File: config.mk
export PLATFORM = sky130hd
export DESIGN_NAME = ifmap_window_feeder
export DESIGN_NICKNAME = d
export VERILOG_FILES = /design/src/rtl/ifmap_window_feeder.sv
export SDC_FILE = /design/constraint.sdc
export NUM_CORES = 1
export LEC_CHECK = 0
export CORE_MARGIN = 4
export CORE_UTILIZATION = 51
export CTS_BUF_LIST = sky130_fd_sc_hd__clkbuf_4
export DETAILED_ROUTE_END_ITERATION = 12
export PLACE_DENSITY = 0.89
export SYNTH_ARGS = -nofsm -noshare
export SYNTH_HDL_FRONTEND = slang
export SYNTH_SLANG_ARGS = --single-unit
File: constraint.sdc
create_clock -name clk -period 2 [get_ports clk]
set_input_delay 0.3 -clock clk [delete_from_list [all_inputs] [get_ports clk]]
set_output_delay 0.3 -clock clk [all_outputs]
set_load 0.02 [all_outputs]
File: src/rtl/ifmap_window_feeder.sv
// Purpose  : PE-side ifmap FIFO consumer; keeps a FILT_W-deep sliding window of one
//            ifmap row and replays it, element by element, to the MAC datapath.
// Latency  : unstalled row takes FILT_W + num_win*FILT_W + (num_win-1) + 1 cycles after start.
// Backpress: out_ready=0 freezes the EMIT stream; fifo_empty=1 stalls FILL/SHIFT indefinitely.
//
// Ports:
//   clk, rst            clock (rising edge) and synchronous active-high reset
//   start, cfg_row_len  row request and its length W (sampled only in IDLE)
//   fifo_empty,
//   fifo_read_data,
//   fifo_read_en        first-word fall-through FIFO read side; read_en is combinational
//   out_data, out_valid,
//   out_ready, out_last window element stream to the MAC; out_last tags each window's end
//   busy, row_done,
//   cfg_err             status: not IDLE / one-cycle row completion / one-cycle start reject
module ifmap_window_feeder #(
  parameter int DATA_WIDTH = 16,
  parameter int FILT_W     = 3,
  parameter int LEN_W      = 8
) (
  input  logic                  clk,
  input  logic                  rst,
  input  logic                  start,
  input  logic [LEN_W-1:0]      cfg_row_len,
  input  logic                  fifo_empty,
  input  logic [DATA_WIDTH-1:0] fifo_read_data,
  output logic                  fifo_read_en,
  output logic [DATA_WIDTH-1:0] out_data,
  output logic                  out_valid,
  input  logic                  out_ready,
  output logic                  out_last,
  output logic                  busy,
  output logic                  row_done,
  output logic                  cfg_err
);

  localparam int CNT_W = $clog2(FILT_W + 1);
  localparam logic [CNT_W-1:0] LAST_IDX = CNT_W'(FILT_W - 1);
  localparam logic [LEN_W-1:0] FILT_W_L = LEN_W'(FILT_W);

  typedef enum logic [2:0] {
    S_IDLE,
    S_FILL,
    S_EMIT,
    S_SHIFT,
    S_DONE
  } state_t;

  state_t                state;
  logic [CNT_W-1:0]      fill_cnt;
  logic [CNT_W-1:0]      emit_idx;
  logic [LEN_W-1:0]      win_cnt;
  logic [LEN_W-1:0]      row_len;
  logic [DATA_WIDTH-1:0] win [FILT_W];

  logic pop;
  logic xfer;
  logic last_win;

  // Reads and transfers are suppressed in the reset cycle so an abort never
  // consumes a FIFO word or hands a stale element to the MAC.
  assign fifo_read_en = !rst && !fifo_empty && ((state == S_FILL) || (state == S_SHIFT));
  assign pop          = fifo_read_en;

  assign out_valid = !rst && (state == S_EMIT);
  assign out_last  = out_valid && (emit_idx == LAST_IDX);
  assign xfer      = out_valid && out_ready;

  assign busy     = (state != S_IDLE);
  assign row_done = (state == S_DONE);

  // num_win - 1 == row_len - FILT_W; row_len >= FILT_W is guaranteed at start,
  // so this never underflows.
  assign last_win = (win_cnt == (row_len - FILT_W_L));

  // Window element selected by the replay index.
  always_comb begin
    out_data = '0;
    for (int i = 0; i < FILT_W; i++) begin
      if (emit_idx == CNT_W'(i)) begin
        out_data = win[i];
      end
    end
  end

  always_ff @(posedge clk) begin
    if (rst) begin
      state    <= S_IDLE;
      fill_cnt <= '0;
      emit_idx <= '0;
      win_cnt  <= '0;
      row_len  <= '0;
      cfg_err  <= 1'b0;
      for (int i = 0; i < FILT_W; i++) begin
        win[i] <= '0;
      end
    end else begin
      cfg_err <= 1'b0;

      case (state)
        S_IDLE: begin
          if (start) begin
            // A row shorter than the filter yields no window at all.
            if (cfg_row_len < FILT_W_L) begin
              cfg_err <= 1'b1;
            end else begin
              row_len  <= cfg_row_len;
              fill_cnt <= '0;
              emit_idx <= '0;
              win_cnt  <= '0;
              state    <= S_FILL;
            end
          end
        end

        S_FILL: begin
          if (pop) begin
            for (int i = 0; i < FILT_W; i++) begin
              if (fill_cnt == CNT_W'(i)) begin
                win[i] <= fifo_read_data;
              end
            end
            fill_cnt <= fill_cnt + CNT_W'(1);
            if (fill_cnt == LAST_IDX) begin
              state <= S_EMIT;
            end
          end
        end

        S_EMIT: begin
          if (xfer) begin
            if (emit_idx == LAST_IDX) begin
              emit_idx <= '0;
              state    <= last_win ? S_DONE : S_SHIFT;
            end else begin
              emit_idx <= emit_idx + CNT_W'(1);
            end
          end
        end

        S_SHIFT: begin
          // Stride 1: drop the oldest element, append exactly one new one.
          if (pop) begin
            for (int i = 0; i < FILT_W - 1; i++) begin
              win[i] <= win[i+1];
            end
            win[FILT_W-1] <= fifo_read_data;
            win_cnt       <= win_cnt + LEN_W'(1);
            state         <= S_EMIT;
          end
        end

        S_DONE: begin
          state <= S_IDLE;
        end

        default: begin
          state <= S_IDLE;
        end
      endcase
    end
  end

endmodule

Yosys cells after proc, flatten, opt, wreduce, memory -nomap -nowiden
Memories as Yosys holds them, arrays and structs flattened.
Cells that the tools add are included.
Widths: inputs -> output; s select.
- add/sub/neg operators: 4
- magnitude comparators: 1
- equality and inequality tests: 16
- mux-type cells: 51
- bitwise logic cells: 9
- reductions and logical operators: 21
- operators with widths (cell ; count):
    $mux 16 ; 9
    $mux 3 ; 8
    $mux 8 ; 3
    $mux 1 ; 22
    $pmux 8 s2 ; 1
    $pmux 3 s4 ; 1
    $reduce_and 4->1 ; 3
    $mux 2 ; 5
    $ne 2x2->1 const B ; 5
    $add 8x1->8 const B ; 1
    $eq 8x8->1 ; 1
    $lt 8x2->1 const B ; 1
    $pmux 2 s2 ; 2
    $sub 8x2->8 const B ; 1
    $reduce_and 7->1 ; 1
    $eq 3x2->1 const B ; 2
    $or 1x1->1 ; 6
    $reduce_bool 2->1 ; 3
    $logic_and 1x1->1 ; 5
    $add 2x1->2 const B ; 2
    $eq 2x1->1 const B ; 2
    $eq 2x2->1 const B ; 2
    $logic_not 2->1 ; 2
    $ne 2x1->1 const B ; 2
    9 further kinds ; 12
- register bits after elaboration: 24
- bits in writable memories: 48
- word-level logic and storage cells: 109
- memories kept: 1
- memories (name ; words ; bits a word ; rd ports ; clocked after Yosys merged registers in ; write ports ; RTL line ; source):
    win ; 3 ; 16 ; 3 ; 0 ; 3 ; 54 ; logic [DATA_WIDTH-1:0] win [FILT_W];

Depth between registers and ports, before layout
Gate-level depths: netlist of the first run.
- word-level depth: 9
- depth in mapped cells: 9
- mapped depth without buffers: 8

Least setup slack after synthesis of the first run
Ideal clock, no wire load.
- path kind: register to register
- from: register row_len[0]
- to: register state[0]
- setup time: 0.122 ns
- data arrival time: 1.809 ns
- slack: 0.069 ns
- cell stages (with the launch flop): 8
- buffers on the path: 1
- period minus slack after synthesis: 1.931 ns
- path through: dfxtp_1 -> ha_1 -> clkbuf_1 -> nor4b_1 -> o41ai_2 -> nand2b_1 -> nand4b_2 -> a311o_1
- longest elaborated chain between the ends: 6
- RTL lines (element ; RTL line ; source):
    from (decl) ; 53 ; logic [LEN_W-1:0] row_len;
    from (signal assigned) ; 107 ; row_len <= cfg_row_len;
    $sub 8x2->8 ; 74 ; assign last_win = (win_cnt == (row_len - FILT_W_L));
    $eq 8x8->1 ; 74 ;
    $mux 3 ; 134 ; state <= last_win ? S_DONE : S_SHIFT;
    $mux 3 ; 132 ; if (emit_idx == LAST_IDX) begin
    $mux 3 ; 131 ; if (xfer) begin
    $pmux 3 s4 ; 100 ; case (state)
    to (signal assigned) ; 134 ;
    to (decl) ; 49 ; state_t state;
Every way passes these cells. The select of a mux whose other input is x is not followed.
A chain may end at the register's enable or synchronous reset.

Worst setup path in the final report of the first run
- from: register emit_idx[0]
- to: output out_data[1]
- longest elaborated chain between the ends: 4
- elaborated cells on any way between the ends: 6
- classes of those cells: 2 x eq/ne; 3 x mux; 1 x reduce/logical
- RTL lines (element ; RTL line ; source):
    from (decl) ; 51 ; logic [CNT_W-1:0] emit_idx;
    from (signal assigned) ; 136 ; emit_idx <= emit_idx + CNT_W'(1);
    $logic_not 2->1 ; 80 ; if (emit_idx == CNT_W'(i)) begin
    $mux 16 (2 in series) ; 80 ;
    $mux 16 * ; 80 ;
    to (decl) ; 28 ; output logic [DATA_WIDTH-1:0] out_data,
Every way passes the cells marked *; elsewhere a longest branch is shown, timed or not.

==> impl_metrics.ini, run 1 <==
[worst_setup_path]
critical_path_class = register to output pin
cp-end-kind = output pin
crit_path_max_incr_delay_ps = 400
required_ps = 1700
crit_chain = nor2b_4 -> buf_6 -> nand2_1 -> o21ai_0 -> clkdlybuf4s15_2
crit_buf_inv = 2
cp_data_arrival_time_ps = 1620
cp_max_fo = 8
worst_setup_path_start_kind = register
crit_family = buffers and inverters
critPathSlowestCell = dfxtp_2

[yosys]
yosys.cell_types.count = 46
synth_nets = 371
syn_avg_cell_area_sq_um = 10.9
ys_seq_elements = 72
ys.flop_type = edfxtp_1
synthCells = 337
async_flop_share_pct = 0
seq_area_frac_synth_pct = 52.5
synth_top_area_cell = edfxtp_1
yosysWarnings = 0
yosys.area.top_type_share_pct = 39.4
synth_edf_count = 48
synth_area_sq_um = 3660
synth_top_cells_by_area = edfxtp_1, dfxtp_1, a22o_1

[routing]
route.detailed.drc = 0
antenna_left = 0
drtIter0Drc = 198
dr.pass1.iters = 5
vias_per_cell = 5.75
routedWlPerCell_um = 17.1
num_vias = 2906
wl_um = 8640

[sta]
max_freq_mhz = 521
tightest_slew_ps = 398
skew_ps = 12.8
finalHoldViolCount = 0
maxSlewHeadroom_pct = 73.1
hold_slack_ps = 508
layout_min_cycle_time_ps = 1920
setup_ws_ps = 78.8
maxSlewViolCount = 0
rsz0062_at_grt = no
setup_violations = 0
finalCritPeriodShare_pct = 96.1

[clocking]
postCtsHoldBufs = 0
clk_pin_slew_ps = 120
cts_sinks = 72
cts-root-buf = clkbuf_4
htreeDepth = 3
clk_latency_ps = 430
cts_buffer_depth = 2
cts_buffers = 9
cts_tree = done

[placed_design]
dpl.hpwl_um = 5740
port_buffers = 50
place_ws_ps = -102
dp_cells = 487
gp_congestion = 0.846
dpl_cell_area_sq_um = 4450

[power_and_ir_drop]
internal_power_mw = 2.47
switchingPower_mw = 1.03
power_density_nw_per_um2 = 762
p_leak_nw = 1.73
p_total_mw = 3.50
irDropWorstVdd_v = 0.000576
clockPowerShare_pct = 27.7
switching_share_pct = 29.5
pwr-share-seq_pct = 50.7
power_frac_comb_pct = 21.6

[die]
coreArea_sq_um = 6870
io_pins = 51
fp.dieH_um = 92.7
fp.dieW_um = 92.7
rows = 30
die-area_sq_um = 8600
start_util_pct = 53.3

[final_layout]
nNetsFinal = 438
multiInputGateArea_sq_um = 1650
final-seq-area_sq_um = 1930
final_cell_mix = edfxtp_1, a22o_1, nor2_1, nand2_1, clkdlybuf4s50_1
area_growth_pct = 25.4
drive_above_1_share_pct = 19.1
nFillCells = 509
stdcell_count = 505
antenna_cells = 0
final_common_cell = edfxtp_1
final_area_sq_um = 4590

[global_route]
grt_pass1_wl_um = 13700
grt_max_degree = 33
antenna_found_initial = 0
grtUsageTotal_pct = 20.3
grt_overflow = 0
first_global_vias = 2852

[status]
run_status = finished clean

[run]
drv_cap = 0

[hold_path]
hp-class = primary input to register
## routing by layer
| layer | global-route usage (%) | part of all wire (%) | up-vias |
|---|---|---|---|
| met1 | 25.4 | 43 | 1424 |
| li1 | - | - | 1374 |
| met2 | 34.9 | 50 | 97 |
| met3 | 4.06 | 5.4 | 11 |
| met4 | 6.96 | 1.5 | 0 |
| met5 | 0 | 0 | - |
## worst register-to-register path: cells and delay by family (launching register included)
family	cells	cell delay, ps
and+or+nand+nor	3	830
AOI/OAI and AO/OA	3	660
DFF	1	330
## path summary, 6_finish.rpt
| kind | to | slack [ps] | start | cells past startpoint |
|---|---|---|---|---|
| setup / recovery | out_data[1] | 80 | emit_idx[0] | 5 |
| hold / removal | row_len[3] | 510 | cfg_row_len[3] | 3 |
| setup reg to reg | state[0] | 80 | row_len[2] | 6 |
| hold reg to reg | fill_cnt[0] | 530 | fill_cnt[0] | 2 |
## power groups by stage
stage	registers [mW]	logic [mW]	clock network (mW)
floorplan	1.79	0.456	0
global placement	1.80	0.737	0
detailed placement	1.81	0.761	0
CTS	1.77	0.750	0.972
global route	1.79	0.822	1.05
finish	1.77	0.756	0.968
## cells in the mapped netlist, types with 2 or more instances
cell type  instances
edfxtp_1          48
a22o_1            32
nand2_1           30
nor2_1            30
mux2i_1           26
dfxtp_1           24
o21ai_0           24
nor2b_1           19
clkbuf_1          13
xor2_1            11
buf_2             10
nand2b_1           6
a21oi_1            5
ha_1               5
nor3_1             5
xnor2_1            5
and3_1             4
inv_1              4
nand4_1            3
a31oi_1            2
and2_1             2
nor3b_1            2
nor4_1             2
nor4bb_1           2
or2_2              2
## state kept, by name, summed over array words and instances, names as in the netlist
signal    flops
win          48
fill_cnt      2
win_cnt       8
state         3
emit_idx      2
row_len       8
cfg_err       1
## cell families after synthesis
| group | count (synthesis) | share of synthesized area [%] |
|---|---|---|
| adder cells (fa/ha/maj) | 5 | 1.71 |
| AO/OA/AOI/OAI | 76 | 15.4 |
| multiplexers | 26 | 7.11 |
| flip-flops | 72 | 52.5 |
| AND/OR/NAND/NOR | 113 | 15.9 |
| XOR/XNOR | 16 | 3.83 |
| buffers and inverters | 29 | 3.52 |
## through the flow
stage	utilization (%)	setup TNS (ps)
2_1_floorplan	-	0
3_3_place_gp	64.8	-109
3_5_place_dp	64.8	-128
4_1_cts	66.9	-27.5
5_1_grt	66.8	0
6_report	66.8	0
## final cells by class
cell class	count	area share (%)
Sequential cell	72	42.0
Multi-Input combinational cell	236	35.9
Timing Repair Buffer	81	16.0
Tap cell	96	2.62
Clock inverter	7	1.72
Clock buffer	9	1.47
Inverter	4	0.327
## timing repair
action	in CTS	in global routing
gates resized for setup	44	43
endpoints found under the setup margin	20	22
buffers inserted	0	1
gates cloned	0	1
pin swaps	0	0
Power figures use the tool's default switching activity.
==> run 2: changes to the inputs <==
RECOVER_POWER = 25   (was unset)
==> run 2 against run 1 <==
Compared with the run above:
- hold slack better by 9.3 ps
- clock power fell by 0.8%
- utilization fell by 0.44 points
- maximum frequency rose by 0.14%
- count of clock-buffer cells in the layout did not move
- largest cell class unchanged
==> impl_metrics.ini, run 2 (synthesized netlist as in run 1, its figures left out) <==
[global_route]
use_met3_pct = 4.06
grt_pass1_wl_um = 13700
grt_max_degree = 33
grt-busiest-layer = met2
grt_overflow = 0
use_met1_pct = 25.4
use_met2_pct = 34.9
antenna_found_initial = 0
grtUsageTotal_pct = 20.3
first_global_vias = 2852

[die]
fp.dieW_um = 92.7
io_pins = 51
fp.dieH_um = 92.7
start_util_pct = 53.3
die-area_sq_um = 8600
coreArea_sq_um = 6870
rows = 30

[final_layout]
nFillCells = 514
drive_above_1_share_pct = 18.6
regMostFlops = win
top_regs = win (48), row_len (8), win_cnt (8)
largest_reg_flops = 48
nNetsFinal = 438
area_growth_pct = 24.6
final_cell_mix = edfxtp_1, a22o_1, nor2_1, nand2_1, clkdlybuf4s50_1
antenna_cells = 0
final_common_cell = edfxtp_1
stdcell_count = 505

[clocking]
cts_buffer_depth = 2
clk_latency_ps = 420
clk_pin_slew_ps = 130
cts_buffers = 9
postCtsHoldBufs = 0
cts_tree = done
htreeDepth = 3
cts-root-buf = clkbuf_4
cts_sinks = 72

[power_and_ir_drop]
switchingPower_mw = 1.02
clockPowerShare_pct = 27.7
p_leak_nw = 1.71
internal_power_mw = 2.44
pwr-share-seq_pct = 51.2
p_total_mw = 3.46
irDropWorstVdd_v = 0.000576
power_density_nw_per_um2 = 760
power_frac_comb_pct = 21.1
switching_share_pct = 29.5

[routing]
route.detailed.drc = 0
dr.pass1.iters = 5
vias_per_cell = 5.70
routedWlPerCell_um = 16.9
wl_um = 8520
num_vias = 2878
antenna_left = 0
drtIter0Drc = 186

[placed_design]
place_ws_ps = -102
dp_cells = 487
port_buffers = 50
dpl.hpwl_um = 5740
gp_congestion = 0.846

[sta]
maxSlewHeadroom_pct = 73.0
setup_violations = 0
tightest_slew_ps = 399
layout_min_cycle_time_ps = 1920
finalCritPeriodShare_pct = 95.9
maxSlewViolCount = 0
setup_ws_ps = 81.4
finalHoldViolCount = 0
max_freq_mhz = 521
skew_ps = 15.6
rsz0062_at_grt = no

[worst_setup_path]
crit_path_max_incr_delay_ps = 560
critical_path_class = register to register
cp_max_fo = 3
cp_data_arrival_time_ps = 2240
startpoint = row_len[2]
r2r-start = row_len[2]
worst_setup_path_start_kind = register
crit_chain = or4_4 -> a211oi_2 -> o41ai_2 -> nand2b_1 -> nand4b_4 -> a311o_1
critPathSlowestCell = or4_4
required_ps = 2320
cp-end-kind = register

[status]
run_status = finished clean

[hold_path]
hp-start = cfg_row_len[3]
hp-class = primary input to register

[run]
drv_cap = 0
## run 2: layer usage
metal | share of wire (%) | vias up
met3 | 5.7 | 11
met1 | 42 | 1392
met5 | 0 | -
met4 | 1.3 | 0
met2 | 51 | 100
li1 | - | 1375
## run 2: worst max-delay path: cells and delay by family (launching register included)
kind / cells / cell delay, ps
AND/OR/NAND/NOR: 3 / 830
flip-flops: 1 / 330
AO/OA/AOI/OAI: 3 / 660
## run 2: layout make-up
cell class | count | area (sq um) | area share, %
clock buffer | 9 | 67.6 | 1.48
multi-input combinational | 236 | 1650 | 36.1
inverter | 4 | 15.0 | 0.329
timing repair buffer | 81 | 704 | 15.4
sequential | 72 | 1930 | 42.3
tap | 96 | 120 | 2.63
clock inverter | 7 | 78.8 | 1.73
## run 2: repair_timing
action,CTS,global route
pin swaps,0,0
cloned,0,1
gates resized for setup,44,43
buffers inserted,0,1
endpoints found under the setup margin,20,22
## run 2: power groups by stage
| stage | logic, mW | registers [mW] | clock network, mW |
|---|---|---|---|
| 6_report | 0.732 | 1.77 | 0.960 |
| 5_1_grt | 0.796 | 1.79 | 1.05 |
| 4_1_cts | 0.750 | 1.77 | 0.972 |
| 3_5_place_dp | 0.761 | 1.81 | 0 |
| 3_3_place_gp | 0.737 | 1.80 | 0 |
| 2_1_floorplan | 0.456 | 1.79 | 0 |
## run 2: path summary, 6_finish.rpt
| path | to | cells past startpoint | slack (ps) |
|---|---|---|---|
| max reg2reg | state[0] | 6 | 80 |
| min | row_len[3] | 3 | 520 |
| max | state[0] | 6 | 80 |
| min reg2reg | fill_cnt[0] | 2 | 530 |
## run 2: through the flow
stage / util, % / TNS (ps) / hold WS, ps / instance area, sq um
floorplan: - / 0 / 447 / 3660
detailed placement: 64.8 / -128 / 510 / 4450
global placement: 64.8 / -109 / 493 / 4450
CTS: 66.9 / -27.5 / 497 / 4600
finish: 66.4 / 0 / 517 / 4560
global route: 66.4 / 0 / 512 / 4560
